===== src/rtl/spi_master.sv =====
// Single-byte SPI master, CPOL=0, MSB first, with a programmable SCLK divider.
// Shifts tx_data out on mosi while capturing miso into rx_data, then signals
// completion with a one-cycle done/irq pulse. The SCLK half-period is latched
// when a transfer starts, so clk_div_in may change freely mid-transfer.
`timescale 1ns/1ps

module spi_master #(
  parameter logic [15:0] DEFAULT_CLK_DIV = 16'd4
) (
  input  logic        clk,
  input  logic        reset,
  input  logic        start,
  input  logic [7:0]  tx_data,
  input  logic [15:0] clk_div_in,
  output logic [7:0]  rx_data,
  output logic        ready,
  output logic        busy,
  output logic        done,
  output logic        irq,
  input  logic        miso,
  output logic        mosi,
  output logic        sclk,
  output logic        cs
);

  typedef enum logic [2:0] {
    IDLE   = 3'd0,
    LEAD   = 3'd1,
    HIGH   = 3'd2,
    LOW    = 3'd3,
    FINISH = 3'd4
  } state_t;

  // Registered state and datapath.
  state_t      state_q;
  logic [15:0] div_q;
  logic [15:0] cnt_q;
  logic [2:0]  bit_cnt_q;
  logic [7:0]  tx_shift_q;
  logic [7:0]  rx_shift_q;

  // Next-state values computed combinationally.
  state_t      state_nxt;
  logic [15:0] div_nxt;
  logic [15:0] cnt_nxt;
  logic [2:0]  bit_cnt_nxt;
  logic [7:0]  tx_shift_nxt;
  logic [7:0]  rx_shift_nxt;
  logic [7:0]  rx_data_nxt;
  logic        ready_nxt;
  logic        busy_nxt;
  logic        done_nxt;
  logic        irq_nxt;
  logic        mosi_nxt;
  logic        sclk_nxt;
  logic        cs_nxt;

  // Last clk cycle of the current SCLK half-period (div_q is never zero).
  logic        phase_end;
  assign phase_end = (cnt_q == (div_q - 16'd1));

  // State register: every output is registered so the SPI pins are glitch-free.
  always_ff @(posedge clk or posedge reset) begin
    if (reset) begin
      state_q    <= IDLE;
      div_q      <= DEFAULT_CLK_DIV;
      cnt_q      <= '0;
      bit_cnt_q  <= '0;
      tx_shift_q <= '0;
      rx_shift_q <= '0;
      rx_data    <= '0;
      ready      <= 1'b1;
      busy       <= 1'b0;
      done       <= 1'b0;
      irq        <= 1'b0;
      mosi       <= 1'b0;
      sclk       <= 1'b0;
      cs         <= 1'b1;
    end else begin
      // NOTE: non-blocking assignments here so every register samples the
      // values computed in the previous cycle, independent of statement order.
      state_q    <= state_nxt;
      div_q      <= div_nxt;
      cnt_q      <= cnt_nxt;
      bit_cnt_q  <= bit_cnt_nxt;
      tx_shift_q <= tx_shift_nxt;
      rx_shift_q <= rx_shift_nxt;
      rx_data    <= rx_data_nxt;
      ready      <= ready_nxt;
      busy       <= busy_nxt;
      done       <= done_nxt;
      irq        <= irq_nxt;
      mosi       <= mosi_nxt;
      sclk       <= sclk_nxt;
      cs         <= cs_nxt;
    end
  end

  // Next-state and output logic for the transfer sequencer.
  always_comb begin
    // NOTE: every signal gets a hold-value default first so no path through
    // the case statement leaves one unassigned, which would infer a latch.
    state_nxt    = state_q;
    div_nxt      = div_q;
    cnt_nxt      = cnt_q;
    bit_cnt_nxt  = bit_cnt_q;
    tx_shift_nxt = tx_shift_q;
    rx_shift_nxt = rx_shift_q;
    rx_data_nxt  = rx_data;
    ready_nxt    = ready;
    busy_nxt     = busy;
    done_nxt     = 1'b0;
    irq_nxt      = 1'b0;
    mosi_nxt     = mosi;
    sclk_nxt     = sclk;
    cs_nxt       = cs;

    unique case (state_q)
      IDLE: begin
        if (start && ready) begin
          tx_shift_nxt = tx_data;
          div_nxt      = (clk_div_in == 16'd0) ? DEFAULT_CLK_DIV : clk_div_in;
          rx_shift_nxt = '0;
          cs_nxt       = 1'b0;
          mosi_nxt     = tx_data[7];
          busy_nxt     = 1'b1;
          ready_nxt    = 1'b0;
          bit_cnt_nxt  = '0;
          cnt_nxt      = '0;
          state_nxt    = LEAD;
        end
      end

      // Setup time: mosi already holds bit 7 before the first rising edge.
      LEAD: begin
        if (phase_end) begin
          sclk_nxt  = 1'b1;
          cnt_nxt   = '0;
          state_nxt = HIGH;
        end else begin
          cnt_nxt = cnt_q + 16'd1;
        end
      end

      HIGH: begin
        if (phase_end) begin
          sclk_nxt  = 1'b0;
          cnt_nxt   = '0;
          state_nxt = LOW;
        end else begin
          cnt_nxt = cnt_q + 16'd1;
        end
      end

      // Sampling one clk after the falling edge lets a slave that changes
      // miso on that edge settle first. With div=1 the sample and the next
      // rising edge land on the same clk.
      LOW: begin
        if (cnt_q == 16'd0) begin
          rx_shift_nxt = {rx_shift_q[6:0], miso};
          // After the last bit mosi keeps bit 0 rather than shifting in junk.
          if (bit_cnt_q != 3'd7) begin
            mosi_nxt     = tx_shift_q[6];
            tx_shift_nxt = {tx_shift_q[6:0], 1'b0};
          end
        end
        if (phase_end) begin
          cnt_nxt = '0;
          if (bit_cnt_q == 3'd7) begin
            state_nxt = FINISH;
          end else begin
            bit_cnt_nxt = bit_cnt_q + 3'd1;
            sclk_nxt    = 1'b1;
            state_nxt   = HIGH;
          end
        end else begin
          cnt_nxt = cnt_q + 16'd1;
        end
      end

      // rx_data and done become visible together on the following clk.
      FINISH: begin
        cs_nxt      = 1'b1;
        rx_data_nxt = rx_shift_q;
        done_nxt    = 1'b1;
        irq_nxt     = 1'b1;
        busy_nxt    = 1'b0;
        ready_nxt   = 1'b1;
        state_nxt   = IDLE;
      end

      default: begin
        state_nxt = IDLE;
      end
    endcase
  end

endmodule


===== config.mk =====
export PLATFORM = sky130hd
export DESIGN_NAME = spi_master
export DESIGN_NICKNAME = d
export VERILOG_FILES = /design/src/rtl/spi_master.sv
export SDC_FILE = /design/constraint.sdc
export NUM_CORES = 1
export LEC_CHECK = 0
export ABC_AREA = 1
export CAP_MARGIN = 15
export CORE_MARGIN = 2
export CORE_UTILIZATION = 51
export DETAILED_ROUTE_END_ITERATION = 10
export GPL_ROUTABILITY_DRIVEN = 0
export GPL_TIMING_DRIVEN = 0
export PLACE_DENSITY = 0.77
export SYNTH_ARGS = -nofsm -noshare
export SYNTH_HDL_FRONTEND = slang
export SYNTH_SLANG_ARGS = --single-unit

===== constraint.sdc =====
create_clock -name clk -period 2.2 [get_ports clk]
set_input_delay 0.44 -clock clk [delete_from_list [all_inputs] [get_ports clk]]
set_output_delay 0.44 -clock clk [all_outputs]
set_load 0.05 [all_outputs]

* Word-level counts from Yosys, hierarchy flattened *
Cells that the tools add are included.

cells by class
  add/sub/neg operators = 3
  equal/unequal tests = 14
  muxes and demuxes = 35
  reduce and logical (&&, ||, !) cells = 17

operator list
  operator                                                              count
  16-bit two-way mux                                                    3
  16-bit zero test                                                      2
  16-bit case mux with 2 select lines                                   1
  3-bit two-way mux                                                     8
  7-bit two-way mux                                                     3
  16-bit by 1-bit adder with 16-bit output, second input constant       1
  16-bit == test                                                        1
  8-bit two-way mux                                                     2
  8-bit case mux with 2 select lines                                    1
  16-bit by 1-bit subtractor with 16-bit output, second input constant  1
  2-bit != test, second input constant                                  7
  7-bit case mux with 2 select lines                                    1
  3-bit case mux with 4 select lines                                    1
  4-bit AND reduction                                                   3
  1-bit two-way mux                                                     10
  3-bit by 2-bit == test with 1-bit output, second input constant       2
  3-bit == test, second input constant                                  2
  1-bit case mux with 2 select lines                                    3
  3-bit case mux with 2 select lines                                    1
  2-bit AND reduction                                                   3
  2-bit nonzero test                                                    3
  5-bit AND reduction                                                   1
  3-bit by 1-bit adder with 3-bit output, second input constant         1
  3-bit by 1-bit == test with 1-bit output, second input constant       1
  7 further kinds                                                       7

storage, ports and cells
  bits in registers = 66
  bits of input ports = 28
  output and inout bits = 15
  word-level logic and storage cells = 81

* Logic depth before layout (Yosys ltp) *
  word-level depth = 4
  mapped depth = 16

* Worst setup path before layout *
Ideal clock, no wire load.

  path kind = reg2reg
  from = register cnt_q[0]
  to = register tx_shift_q[1]
  setup time = 122 ps
  arrival = 1805 ps
  required time = 2078 ps
  path slack = 273 ps
  stages on the path, launching flop included = 9
  buffers on the path = 1
  clock period less this slack = 1927 ps
  path through = dfrtp_1 > inv_1 > ha_1 > nand4_1 > o41ai_4 > nand3_4 > buf_6 > nand2_2 > o21ai_2

on the way
  word-level cells in the longest chain between the ends = 3

ends and longest elaborated chain
  item                                  RTL line  text
  from (decl)                           37        logic [15:0] cnt_q;
  from (signal assigned)                84        cnt_q <= cnt_nxt;
  16-bit zero test                      159       if (cnt_q == 16'd0) begin
  2-bit != test (no source line)        n/a
  4-bit AND reduction (no source line)  n/a
  to (signal assigned)                  86        tx_shift_q <= tx_shift_nxt;
  to (decl)                             39        logic [7:0] tx_shift_q;

No other way between the ends.
A chain may end at the register's enable or synchronous reset.

* Final worst setup path *
  from = register div_q[0]
  to = register cnt_q[6]

on the way
  word-level cells in the longest chain between the ends = 4

ends and longest elaborated chain
  item                                           RTL line       text
  from (decl)                                    36             logic [15:0] div_q;
  from (signal assigned)                         83             div_q <= div_nxt;
  16-bit by 1-bit subtractor with 16-bit output  60             assign phase_end = (cnt_q == (div_q - 16'd1));
  16-bit == test                                 60
  16-bit two-way mux                             136, 146, 167
  16-bit case mux with 2 select lines            118            unique case (state_q)

No other way between the ends.

==> run metrics <==
Iteration-0 DRC Markers=208; final critical-path share of the clock period=95.9%; worst clock skew=7.66 ps; path category of the worst min-delay check=flip-flop to flip-flop; met1 track demand over resource=29.7%; Max H-tree Level=3; most used cells in the layout excluding fill and tap cells=nand2_1, dfrtp_1, clkdlybuf4s50_1, inv_1, nor2_1; Clk pin slew, worst setup/hold paths=80 ps; post-detailed-route count of antenna-violating nets=0; number of instances on the worst hold path=2; Critical Path Sink Type=flip-flop; number of cell instances on the worst register-to-register path=15; most area-hungry cell type in the Yosys netlist=dfrtp_1; worst hold margin=480 ps; number of buffers and inverters on the critical path=3; instance area after placement=4470 µm²; total clock buffers created by CTS=9; 1st-pass router iterations=5; post-layout total power=2.47 mW; Max-Slew Margin vs Limit=57.0%; Fmax=474 MHz; unrepaired setup endpoints after global routing=yes; Hold Fails Final Rpt=0; Layout fillers=588; share of synthesized area occupied by flip-flops and latches=42.4%; Synthesized Nets=535; Critical Path Start Type=flip-flop; maximum ir drop on the vdd rail=0.473 mV; Die Outline Area=8360 µm²; proportion of netlist area held by the largest area contributor=41.1%; post-detailed-placement half-perimeter wirelength=6.61 mm; Warnings, synthesis=0; Diodes inserted=0; commonest register cell after synthesis=dfrtp_1; Slew Limit Fails=0; Critical Path AT=2340 ps; DRC Markers=0; effective utilization at floorplan=53.2%; Post-Layout Inst Area=4910 µm²; max-capacitance violation count=0; GRT busiest layer=met2; I/O Buffers=42; average detailed-routed wire length per instance=about 14 µm; post-synthesis cell type count=37; IO Count=43; maximum net fanout on the critical path=8; GRT met2 Usage=between 30 and 40%; grt total ovfl=0; maximum number of pins on one net before global-route repair=38; netlist area before placement=3900 µm²; final critical delay including setup and external delays=around 2100 ps; most common library cell in the layout ignoring fill and taps=nand2_1; Core Util, Final=roughly two thirds; total of endpoints with negative setup slack in the final report=0; Synth Area per Inst=7.77 µm²; count of non-filler cells in the finished layout=between 600 and 700; worst-case setup slack after placement=-87.3 ps; root buf cell=clkbuf_8; static power due to leakage=2.39 nW; result of the run=completed; Net count, final=600; global router's overall resource usage=a little under a quarter; total power per unit cell area=503 nW/µm²; vertical die dimension=~91 µm; met3 global-route usage=~5.3%; wire length of the first global-routing pass=roughly 16 mm; post-synthesis instance total=502; top cells by area in the synthesized netlist=dfrtp_1, nand2_1, xor2_1; CP delay by family, top=simple AND/OR/NAND/NOR gates; layout cells sized above 1=~17%; x dimension of the die=91.5 µm; worst setup slack for register-to-register paths=90 ps; Req. time, crit path=between 2000 and 2500 ps; detailed-route via count=~3600; count of standard-cell rows=31; clk buf depth=2; cells along the critical path=inv_2 > ha_4 > nand2_1 > inv_1 > nor2_1 > nand2_1 > nor2_1 > nand2_1 > nor2_2 > nand3_2 > nor2_2 > nand3_2 > nand2_4 > clkbuf_16 > o22ai_1; placeable core region=7330 µm²; Worst path slowest cell=dfrtp_1; worst setup path category=flip-flop to flip-flop; Least-Margin Pin Slew=644 ps; most repeated library cell on the critical path=nand2_1; clock latency on the worst-skew pair=between 300 and 400 ps; Syn-to-layout area delta=25.9%; sum of routed wire length over all layers=9.21 mm; Async S/R FF share, synth=100%; Crit path largest cell delay=400 ps; Total Neg Setup Slack=0 ps; number of antenna violations at the first check in global routing=0; Critical Path Stages=15; via count of the first global-routing pass=roughly 3500; Synth Register Bits=66; minimum setup slack in the final design=91.0 ps; via count normalized by instance count=~5.3; CTS tree=yes; count of clock tree sinks=66; number of placed instances with taps included=644; number of synthesized flops with an enable pin=0
## power by group
group          total [mW]  internal [mW]  leakage (nW)  switching, mW
Clock                1.17          0.670         0.109          0.500
Combinational      0.0835         0.0473          1.43         0.0362
Sequential           1.21           1.21         0.852       0.000768
## worst register-to-register path: stages, from the launching register on
cell	delay, ps
dfrtp_1	400
inv_2	90
ha_4	210
nand2_1	60
inv_1	30
nor2_1	90
nand2_1	70
nor2_1	90
nand2_1	70
nor2_2	130
nand3_2	130
nor2_2	140
nand3_2	100
nand2_4	150
clkbuf_16	170
o22ai_1	60
## registers in the layout, summed over array words and instances, names as in the netlist
name        flops
bit_cnt_q       3
busy            1
cnt_q          16
cs              1
div_q          16
irq             1
mosi            1
rx_data         8
rx_shift_q      8
sclk            1
state_q         3
tx_shift_q      7
## path summary, 6_finish.rpt
kind	startpoint	end
setup / recovery	div_q[0]$_DFFE_PP0P_	cnt_q[6]$_DFFE_PP0P_
hold / removal	rx_shift_q[7]$_DFFE_PP0P_	rx_shift_q[7]$_DFFE_PP0P_
setup reg to reg	div_q[0]$_DFFE_PP0P_	cnt_q[6]$_DFFE_PP0P_
hold reg to reg	rx_shift_q[7]$_DFFE_PP0P_	rx_shift_q[7]$_DFFE_PP0P_
max in group asynchronous	reset	div_q[2]$_DFFE_PP1P_
min in group asynchronous	reset	rx_shift_q[3]$_DFFE_PP0P_
## layer usage
layer / vias to the layer above / routed length, µm / part of all wire, %
li1: 1759 / - / -
met1: 1720 / 4080 / 44
met2: 77 / 4570 / 50
met3: 16 / 388 / 4.2
met4: 0 / 165 / 1.8
met5: - / 0 / 0
## repair_timing
item	CTS	global route
endpoints found under the setup margin	32	49
pin swaps	3	8
resized for setup	7	26
setup buffers	3	7
gates cloned	0	1
hold buffers	0	0
## area by class of cell
type	count	area (µm²)	share of cell area, %
Multi-Input combinational cell	370	2070	42.1
Sequential cell	66	1650	33.7
Timing Repair Buffer	54	549	11.2
Inverter	53	204	4.15
Clock buffer	10	138	2.80
Tap cell	99	124	2.52
Clock inverter	6	88.8	1.81
Buffer	13	87.6	1.78
## cell usage after synthesis, types with 6 or more instances
master,n
nand2_1,171
xor2_1,20
mux2i_1,7
nor2_1,36
nor3_1,8
o22ai_1,11
inv_1,40
nand4_1,19
dfrtp_1,64
nand3_1,32
clkbuf_1,6
o21ai_0,12
o21ai_2,8
nor4_1,8
inv_2,9
xnor2_1,7
## cell families after synthesis
logic type,synth area share [%]
and+or+nand+nor,34.4
buffers and inverters,7.31
DFF,42.4
AOI/OAI and AO/OA,6.45
xor gates and xnor gates,6.06
muxes,1.80
adders and majority gates,1.60
(Power assumes the default switching activity.)
